### src/rtl/lcd_pkg.sv
// Shared constants and state encoding for the character LCD frame sequencer.
// Holds the HD44780 command bytes and the power-up command order.
package lcd_pkg;

  localparam logic [7:0] CMD_FUNC_SET = 8'h38;
  localparam logic [7:0] CMD_DISP_ON  = 8'h0C;
  localparam logic [7:0] CMD_ENTRY    = 8'h06;
  localparam logic [7:0] CMD_CLEAR    = 8'h01;
  localparam logic [7:0] CMD_LINE1    = 8'h80;
  localparam logic [7:0] CMD_LINE2    = 8'hC0;
  localparam logic [7:0] SPACE        = 8'h20;

  localparam int FRAME_CHARS = 32;

  typedef enum logic [2:0] {
    INIT_CMD,
    INIT_WAIT,
    IDLE,
    ADDR,
    CHAR,
    GAP_WAIT,
    DONE
  } state_t;

  // Power-up order; the clear command comes last and gets the long settle time.
  function automatic logic [7:0] init_cmd(input logic [1:0] step);
    logic [7:0] cmd;
    case (step)
      2'd0:    cmd = CMD_FUNC_SET;
      2'd1:    cmd = CMD_DISP_ON;
      2'd2:    cmd = CMD_ENTRY;
      default: cmd = CMD_CLEAR;
    endcase
    return cmd;
  endfunction

endpackage

### src/rtl/lcd_pace_timer.sv
// Down-counter that spaces LCD writes: loaded on start, expired while the count is zero.
// The count equals the load value in the cycle right after start.
module lcd_pace_timer #(
  parameter int W = 22
) (
  input  logic         clk,
  input  logic         reset,
  input  logic         start,
  input  logic [W-1:0] load,
  output logic         expired
);

  logic [W-1:0] count;

  // NOTE: clocked state is assigned with <= so every flop samples pre-edge values.
  always_ff @(posedge clk) begin
    if (reset)
      count <= '0;
    else if (start)
      count <= load;
    else if (count != '0)
      count <= count - W'(1);
  end

  assign expired = (count == '0);

endmodule

### src/rtl/lcd_frame_sequencer.sv
// Drives the LCD write port: power-up commands, then paced 34-write frames from a
// 32-character buffer, re-sent whenever the buffer changes or a refresh is requested.
module lcd_frame_sequencer
  import lcd_pkg::*;
#(
  parameter int GAP_CYCLES = 1600000,
  parameter int CLEAR_GAP  = 3200000
) (
  input  logic       clk,
  input  logic       reset,
  input  logic       buf_we,
  input  logic [4:0] buf_addr,
  input  logic [7:0] buf_data,
  input  logic       refresh_req,
  output logic       lcd_wr_en,
  output logic       lcd_rs,
  output logic [7:0] lcd_data,
  output logic       busy,
  output logic       init_done,
  output logic       frame_done
);

  localparam int CNT_W = $clog2(CLEAR_GAP + 1);
  // The wait state plus the following issue state add two cycles to the timer load.
  // After the clear, the IDLE and ADDR cycles sit between the wait and the 0x80 pulse.
  localparam logic [CNT_W-1:0] GAP_LOAD   = CNT_W'(GAP_CYCLES - 1);
  localparam logic [CNT_W-1:0] CLEAR_LOAD = CNT_W'((CLEAR_GAP >= 2) ? CLEAR_GAP - 2 : 0);

  state_t           state, next_state;
  logic [4:0]       idx;
  logic             after_addr;
  logic             last_char;
  logic             dirty;
  logic             pending;
  logic [7:0]       frame_buf [FRAME_CHARS];

  logic             issue;
  logic             issue_rs;
  logic [7:0]       issue_data;
  logic             timer_start;
  logic [CNT_W-1:0] timer_load;
  logic             timer_expired;
  logic             frame_start;
  logic             init_finish;

  lcd_pace_timer #(.W(CNT_W)) u_pace_timer (
    .clk     (clk),
    .reset   (reset),
    .start   (timer_start),
    .load    (timer_load),
    .expired (timer_expired)
  );

  always_ff @(posedge clk) begin
    if (reset)
      state <= INIT_CMD;
    else
      state <= next_state;
  end

  always_comb begin
    next_state = state;
    unique case (state)
      INIT_CMD:  next_state = INIT_WAIT;
      INIT_WAIT: if (timer_expired) next_state = (idx == 5'd4) ? IDLE : INIT_CMD;
      IDLE:      if (dirty || pending) next_state = ADDR;
      ADDR:      next_state = GAP_WAIT;
      CHAR:      next_state = GAP_WAIT;
      GAP_WAIT: begin
        if (timer_expired) begin
          if (last_char)
            next_state = DONE;
          else if (idx == 5'd16 && !after_addr)
            next_state = ADDR;
          else
            next_state = CHAR;
        end
      end
      DONE:      next_state = IDLE;
      default:   next_state = INIT_CMD;
    endcase
  end

  // NOTE: every output of this block gets a default first so no latch is inferred.
  always_comb begin
    issue       = 1'b0;
    issue_rs    = 1'b0;
    issue_data  = 8'h00;
    timer_start = 1'b0;
    timer_load  = GAP_LOAD;
    unique case (state)
      INIT_CMD: begin
        issue       = 1'b1;
        issue_data  = init_cmd(idx[1:0]);
        timer_start = 1'b1;
        if (idx[1:0] == 2'd3) timer_load = CLEAR_LOAD;
      end
      ADDR: begin
        issue       = 1'b1;
        issue_data  = idx[4] ? CMD_LINE2 : CMD_LINE1;
        timer_start = 1'b1;
      end
      CHAR: begin
        issue       = 1'b1;
        issue_rs    = 1'b1;
        issue_data  = frame_buf[idx];
        timer_start = 1'b1;
      end
      default: ;
    endcase
  end

  assign frame_start = (state == IDLE) && (next_state == ADDR);
  assign init_finish = (state == INIT_WAIT) && (next_state == IDLE);

  always_ff @(posedge clk) begin
    if (reset) begin
      lcd_wr_en  <= 1'b0;
      lcd_rs     <= 1'b0;
      lcd_data   <= 8'h00;
      busy       <= 1'b1;
      init_done  <= 1'b0;
      frame_done <= 1'b0;
    end else begin
      lcd_wr_en  <= issue;
      frame_done <= (state == DONE);
      if (issue) begin
        lcd_rs   <= issue_rs;
        lcd_data <= issue_data;
      end
      if (init_finish) begin
        init_done <= 1'b1;
        busy      <= 1'b0;
      end
      if (state == ADDR && !idx[4]) busy <= 1'b1;
      if (state == DONE)            busy <= 1'b0;
    end
  end

  // Index stops at 31; the line switch is the extra ADDR write inserted at index 16.
  always_ff @(posedge clk) begin
    if (reset) begin
      idx        <= '0;
      after_addr <= 1'b0;
      last_char  <= 1'b0;
    end else begin
      unique case (state)
        INIT_CMD: idx <= idx + 5'd1;
        IDLE: begin
          if (frame_start) begin
            idx        <= '0;
            after_addr <= 1'b0;
            last_char  <= 1'b0;
          end
        end
        ADDR: after_addr <= 1'b1;
        CHAR: begin
          after_addr <= 1'b0;
          if (idx == 5'd31)
            last_char <= 1'b1;
          else
            idx <= idx + 5'd1;
        end
        default: ;
      endcase
    end
  end

  // A write or refresh landing on the frame-start cycle wins, costing one extra frame.
  always_ff @(posedge clk) begin
    if (reset) begin
      dirty   <= 1'b1;
      pending <= 1'b0;
    end else begin
      if (frame_start) begin
        dirty   <= 1'b0;
        pending <= 1'b0;
      end
      if (buf_we)      dirty   <= 1'b1;
      if (refresh_req) pending <= 1'b1;
    end
  end

  // NOTE: the buffer is reset explicitly because the panel must show blanks after reset.
  always_ff @(posedge clk) begin
    if (reset) begin
      for (int i = 0; i < FRAME_CHARS; i++) frame_buf[i] <= SPACE;
    end else if (buf_we) begin
      frame_buf[buf_addr] <= buf_data;
    end
  end

endmodule

### config.mk
export PLATFORM = sky130hd
export DESIGN_NAME = lcd_frame_sequencer
export DESIGN_NICKNAME = d
export VERILOG_FILES = /design/src/rtl/lcd_pkg.sv /design/src/rtl/lcd_pace_timer.sv /design/src/rtl/lcd_frame_sequencer.sv
export SDC_FILE = /design/constraint.sdc
export NUM_CORES = 1
export LEC_CHECK = 0
export ABC_AREA = 1
export ABC_CLOCK_PERIOD_IN_PS = 2080
export CORE_MARGIN = 2
export CORE_UTILIZATION = 58
export CTS_CLUSTER_DIAMETER = 40
export DETAILED_ROUTE_END_ITERATION = 6
export DONT_BUFFER_PORTS = 1
export GPL_ROUTABILITY_DRIVEN = 0
export PLACE_DENSITY = 0.81
export SYNTH_ARGS = -nofsm -noshare
export SYNTH_HDL_FRONTEND = slang
export SYNTH_SLANG_ARGS = --single-unit
### constraint.sdc
create_clock -name clk -period 2.08 [get_ports clk]
set_clock_uncertainty 0.05 [all_clocks]
set_input_delay 0.52 -clock clk [delete_from_list [all_inputs] [get_ports clk]]
set_output_delay 0.52 -clock clk [all_outputs]
set_load 0.01 [all_outputs]
After elaboration in Yosys (flattened, before gate mapping)
Memory sizes are Yosys's and may differ from the RTL's. A register that Yosys moved wholly into a read port is not among the register bits.
Cells that the tools add are included.
{ "word_totals": {"reg_bits": 47, "ram_bits": 256, "output_inout_bits": 13, "word_cells": 94, "mem_count": 1} }
{ "memory_table": {"columns": ["memory", "depth", "word_bits", "read_ports", "rd_clocked_by_memory_dff", "wr", "line", "rtl"], "rows": [
  ["frame_buf", 32, 8, 1, 1, 32, "lcd_frame_sequencer.sv:35", "logic [7:0] frame_buf [FRAME_CHARS];"]
]} }
{ "op_classes": {"n_addsub": 2, "eq_ne": 17, "n_mux": 37, "reduce_logical": 24} }
{ "op_table": {"columns": ["cell", "count"], "rows": [
  ["two-way mux 22 bit", 4],
  ["two-way mux 5 bit", 5],
  ["one-hot mux 8 bit (3 select lines)", 1],
  ["logical NOT 22 bit", 1],
  ["nonzero test 22 bit", 1],
  ["subtractor 22 x 1 -> 22 bit (second input constant)", 1],
  ["one-hot mux 3 bit (6 select lines)", 1],
  ["one-hot mux 6 bit (3 select lines)", 1],
  ["two-way mux 3 bit", 5],
  ["one-hot mux 5 bit (3 select lines)", 1],
  ["two-way mux 1 bit", 14],
  ["== test 3 x 2 -> 1 bit (second input constant)", 4],
  ["== test 5 bit (second input constant)", 2],
  ["== test 3 bit (second input constant)", 3],
  ["nonzero test 3 bit", 3],
  ["two-way mux 8 bit", 1],
  ["OR reduction 8 bit", 1],
  ["two-way mux 7 bit", 1],
  ["inequality test 2 bit (second input constant)", 3],
  ["AND reduction 3 bit", 2],
  ["nonzero test 2 bit", 3],
  ["adder 5 x 1 -> 5 bit (second input constant)", 1],
  ["== test 5 x 3 -> 1 bit (second input constant)", 1],
  ["== test 2 bit (second input constant)", 2],
  ["other kinds (13)", 18]
]} }

Logic depth before layout (Yosys ltp)
{ "logic_depth": {"depth_word": 12, "depth_mapped": 12, "depth_no_buf": 12} }

By module
Synthesis repeated with hierarchy kept, for this count alone.
{ "unflattened": {"cells_unflattened": 1677, "hier_area_um2": 14584.0} }
{ "by_module_without_submodules": {"columns": ["module", "n_inst", "cells_each", "area_per_inst_um2", "seq_area_each_um2"], "rows": [
  ["lcd_frame_sequencer", 1, 1441, 13116.3, 8287.9],
  ["lcd_pace_timer", 1, 236, 1467.7, 440.4]
]} }

Worst setup path after synthesis
OpenSTA, ideal clock, no wires.
{ "synth_path": {"path_type": "input to register", "start": "input reset", "end": "memory frame_buf[15][0] (enable)", "setup_ns": 0.302, "arrival_ns": 1.625, "required_time_ns": 1.728, "slack_ns": 0.103, "cell_stages": 8, "n_path_buf": 1, "path_cell_list": "clkbuf_1 > clkinv_1 > nand2_1 > nor3_1 > inv_1 > nor2_1 > inv_1 > nand2_1"} }
{ "synth_rtl": {"columns": ["item", "line", "rtl"], "rows": [
  ["start, declared", "lcd_frame_sequencer.sv:10", "input logic reset,"],
  ["end, declared", "lcd_frame_sequencer.sv:35", null]
]} }

Final worst setup path
{ "layout_path": {"start": "register u_pace_timer.count[0]", "end": "register u_pace_timer.count[20]"} }
{ "layout_between": {"elab_chain_len": 3, "elab_cells_between_ends": 5, "cone_classes": "1 x add/sub; 2 x mux; 2 x reduce/logical"} }
{ "layout_lines": {"columns": ["item", "line", "rtl"], "rows": [
  ["start, declared", "lcd_pace_timer.sv:13", "logic [W-1:0] count;"],
  ["start signal, assigned", "lcd_pace_timer.sv:20", "count <= load;"],
  ["start signal, assigned", "lcd_pace_timer.sv:22", "count <= count - W'(1);"],
  ["subtractor 22 x 1 -> 22 bit", "lcd_pace_timer.sv:22", null],
  ["two-way mux 22 bit", "lcd_pace_timer.sv:21", "else if (count != '0)"],
  ["two-way mux 22 bit", "lcd_pace_timer.sv:19", "else if (start)"]
]} }
Parallel ways exist; a longest one is shown, timed or not. The select of a mux whose other input is x is not followed.
A chain may end at the register's enable or synchronous reset.

==> summary.md <==
Share of the clock period used by the worst path after layout: 0.920. The first detailed-routing pass took 6 iterations. For the number of unique standard cell types used by synthesis, the log shows 33. Based on the critical path, the design can be clocked at up to 0.522 GHz.

The run gives 3 as the number of buffers on the longest clock path. The max-slew violation total from the final report is 0. The critical path is of the flip-flop to flip-flop type.

The final critical-path required period came out at 1910 ps. The switching part of the total works out to 0.253. The busiest metal layer after global routing was met2. The initialized floorplan defines 57 standard-cell rows. Via density per instance: 5.85. In this run the power density over the cells is 977 nW/µm².

The run gives 4070 µW as the net switching power. For this run, design rule violations remaining after detail routing come to 0. OpenSTA, run right after detailed placement, puts the worst setup slack at 8.66 ps.

Post-route worst setup slack: 166 ps. Detailed placement finished with a half-perimeter wire length of 22.9 mm. STA classifies the critical path endpoint as a flip-flop.

The detail route stage leaves a number of antenna-violating nets equal to 0. The depth of the worst hold-timing path is 1. The worst register-to-register path has a setup slack of 170 ps. During I/O placement, the number of pins put on the boundary was 30.

TritonCTS created 38 clock buffers. Synthesized area per cell: 8.80 µm². The tools report the number of global-route vias before repair as 11200.

STA classifies the critical path startpoint as a flip-flop. After the flow finishes, the layout carries non-filler instances totaling 1997. The post-synthesis async set-or-reset flop share was 0; the arrival time at the worst endpoint was 2310 ps. Destination of the worst register-to-register timing path: u_pace_timer.count[20].

The worst hold path terminates at lcd_data[3]. For the hold violation total from the final report, the log shows 0. At the pin with the least slew margin, the transition time is 920 ps. The initial cell density of the core is 0.589, and the number of sinks handled by clock tree synthesis is 308. From synthesis to final layout, the design area changed by 15.5%.

The number of antenna diodes in the final layout is 0. In the synthesized netlist, the number of instances is 1618. Clock latency on the worst-skew pair, taken at its later pin, is 530 ps. The synthesized design spends more area on one cell type than any other, namely sky130_fd_sc_hd__edfxtp_1. The logs give 0.392 for the met1 routing resource usage after global routing and 0.613 for the post-synthesis sequential area ratio. By area the synthesized netlist is led by sky130_fd_sc_hd__edfxtp_1 (54%), sky130_fd_sc_hd__nand2_1 (12%), sky130_fd_sc_hd__nor2_1 (8.4%). The first global-routing pass estimated 59.0 mm of wire. The filler cells instantiated in the layout total 1735. The logs give 25800 µm² for the total die area and 12000 µW for the cell-internal power. For the worst flop-to-flop path, the logic depth is 10. The share of Yosys cell area claimed by the top area cell type came out at 0.540. After detailed routing, the average wire length per cell comes to 18.9 µm.

Setup repair after global routing left no endpoint under its margin. Die height: 161 µm. For the yosys synthesis warning count, the log shows 0. The routing usage on met3 is 0.0566, and the maximum number of pins on one net before global-route repair is 73. Leakage power figure: 0.00656 µW. The peak ir drop on the vdd network is 0.000690 V. In the final design database the tool counted 1666 nets. The worst hold-check path type was input port to flip-flop. Yosys mapped a number of flops with a built-in enable equal to 256. Across the run, the number of max-cap violations was 0. The core area was 24200 µm². The initial DRC count is 1630. The tools report the global-route congestion overflow total as 0.

The normalized max-slew margin came out at 0.384. The net count after synthesis came out at 1641. For the final routed database, the setup TNS stands at 0 ps. Met2 routing resource usage after global routing: 0.473.

The share of layout cells above drive strength 1 was 0.0921. The flow ran to the end, and the final reports show no timing, DRC or antenna violations. The run gives 2480 ps as the required time at the worst-slack endpoint. The die width came out at 161 µm. The startpoint identified for the worst register-to-register timing path is u_pace_timer.count[0].

The clock-pin transition on the worst setup and hold timing paths was 60 ps. The cell area after synthesis was 14200 µm²; the register share of total power was 0.446. For the proportion of power drawn by the clock network, the log shows 0.445.

The number of placed instances, taps included, is 1924. In this run the most critical hold path is launched from reset. The number of vias in the routed layout is 11700, and the register bit total from synthesis is 308. The run gives 0.109 as the part of the power in combinational logic. In the synthesized netlist the dominant register cell turns out to be sky130_fd_sc_hd__edfxtp_1. TritonCTS built the clock tree.

Count of buffers from port buffering: 0. The root buffer cell chosen for the clock tree is sky130_fd_sc_hd__clkbuf_16. After detailed routing, the total wire length is 37.7 mm. The initial antenna violation count was 0.

The highest net fanout along the worst path was 4. Setup-violating endpoint count in the final report: 0. The overall fraction of global-route tracks in use came out at 0.294. The H-tree was split into 2 levels.
metal layers:
metal  vias up  share of wire
met5         -              0
met4         0          0.049
met3       153           0.11
met2       775           0.46
met1      5365           0.38
li1       5396              -
final cells by class:
class | instances | area (µm²) | share of cell area
clock buffers | 41 | 983 | 0.0598
well taps | 324 | 405 | 0.0247
clock inverters | 29 | 400 | 0.0244
repair buffers | 72 | 736 | 0.0447
multi-input cells | 1120 | 4790 | 0.292
flip-flops and latches | 308 | 8730 | 0.531
inverters | 103 | 388 | 0.0236
state kept, by name, indices dropped and copies added, names as in the netlist, named ones only:
register and flops:
state 3, init_done 1, lcd_data 8, after_addr 1
u_pace_timer.count 22, dirty 1, last_char 1, lcd_wr_en 1
lcd_rs 1, pending 1, idx 5, busy 1
frame_buf 256, frame_done 1
cell usage in the layout (no fill, tap or decap), drive strengths merged, types with 16 or more instances in the layout:
master and count:
clkbuf 41, inv 105, buf 69, nand3 237
nor2 321, dfxtp 52, nand2 451, o21ai 16
nor3 18, a21oi 42, edfxtp 256
Yosys cell counts, drive strengths merged, types with 2 or more instances:
| library cell | count |
|---|---|
| buf | 14 |
| nand3 | 237 |
| a22oi | 3 |
| nor3 | 18 |
| xnor2 | 2 |
| nand4 | 4 |
| o211ai | 2 |
| inv | 100 |
| a31oi | 3 |
| ha | 6 |
| edfxtp | 256 |
| or2 | 2 |
| clkinv | 3 |
| a21oi | 42 |
| dfxtp | 52 |
| nor2 | 321 |
| xor2 | 6 |
| nand2 | 451 |
| o21ai | 16 |
| clkbuf | 73 |
per-stage QoR:
stage          hold WS (ps)   util  total power (µW)  instance area (µm²)
6_report               9.13  0.680             16100                16400
5_1_grt                8.12  0.680             16500                16400
4_1_cts                1.18  0.680             16100                16400
3_5_place_dp            389  0.621              8960                15000
3_3_place_gp            390  0.621              8910                15000
2_1_floorplan           371      -              8360                14200
worst max path at each step:
stage                                      from                endpoint
after floorplan                           reset        frame_buf[15][0]
final                     u_pace_timer.count[0]  u_pace_timer.count[20]
after global placement                    reset        frame_buf[26][0]
after global routing      u_pace_timer.count[0]  u_pace_timer.count[20]
after CTS                 u_pace_timer.count[0]  u_pace_timer.count[20]
after detailed placement                  reset        frame_buf[20][1]
worst max-delay path: stages (launching register included):
cell and delay [ps]:
sky130_fd_sc_hd__dfxtp_1 330, sky130_fd_sc_hd__inv_1 80, sky130_fd_sc_hd__ha_1 160, sky130_fd_sc_hd__nand2_1 80, sky130_fd_sc_hd__nor2_2 200, sky130_fd_sc_hd__buf_4 140
sky130_fd_sc_hd__nand2_1 50, sky130_fd_sc_hd__nor2_1 180, sky130_fd_sc_hd__nand3_1 130, sky130_fd_sc_hd__or2_2 290, sky130_fd_sc_hd__a21oi_1 140
logic make-up (layout without fill, tap and decap cells):
group                    after synthesis  count (layout)  share of synthesized area
adder cells (fa/ha/maj)                6               6                    0.00527
buffers and inverters                190             245                     0.0505
AND/OR/NAND/NOR                     1037            1037                      0.300
XOR/XNOR                               8               8                    0.00492
AO/OA/AOI/OAI                         69              69                     0.0263
flip-flops                           308             308                      0.613
power groups by stage:
stage | registers (µW) | logic (µW) | clock network [µW]
floorplan | 7220 | 1140 | 0
global placement | 7270 | 1640 | 0
detailed placement | 7280 | 1680 | 0
CTS | 7160 | 1710 | 7190
global route | 7190 | 1910 | 7440
finish | 7160 | 1750 | 7160
what timing repair did:
| item | CTS | global route |
|---|---|---|
| buffers inserted | 0 | 0 |
| endpoints found under the hold margin | 21 | 0 |
| resized for setup | 0 | 2 |
| hold buffers | 3 | 0 |
| setup endpoints to repair | 0 | 7 |
No activity file was read; power rests on OpenSTA's default activity.
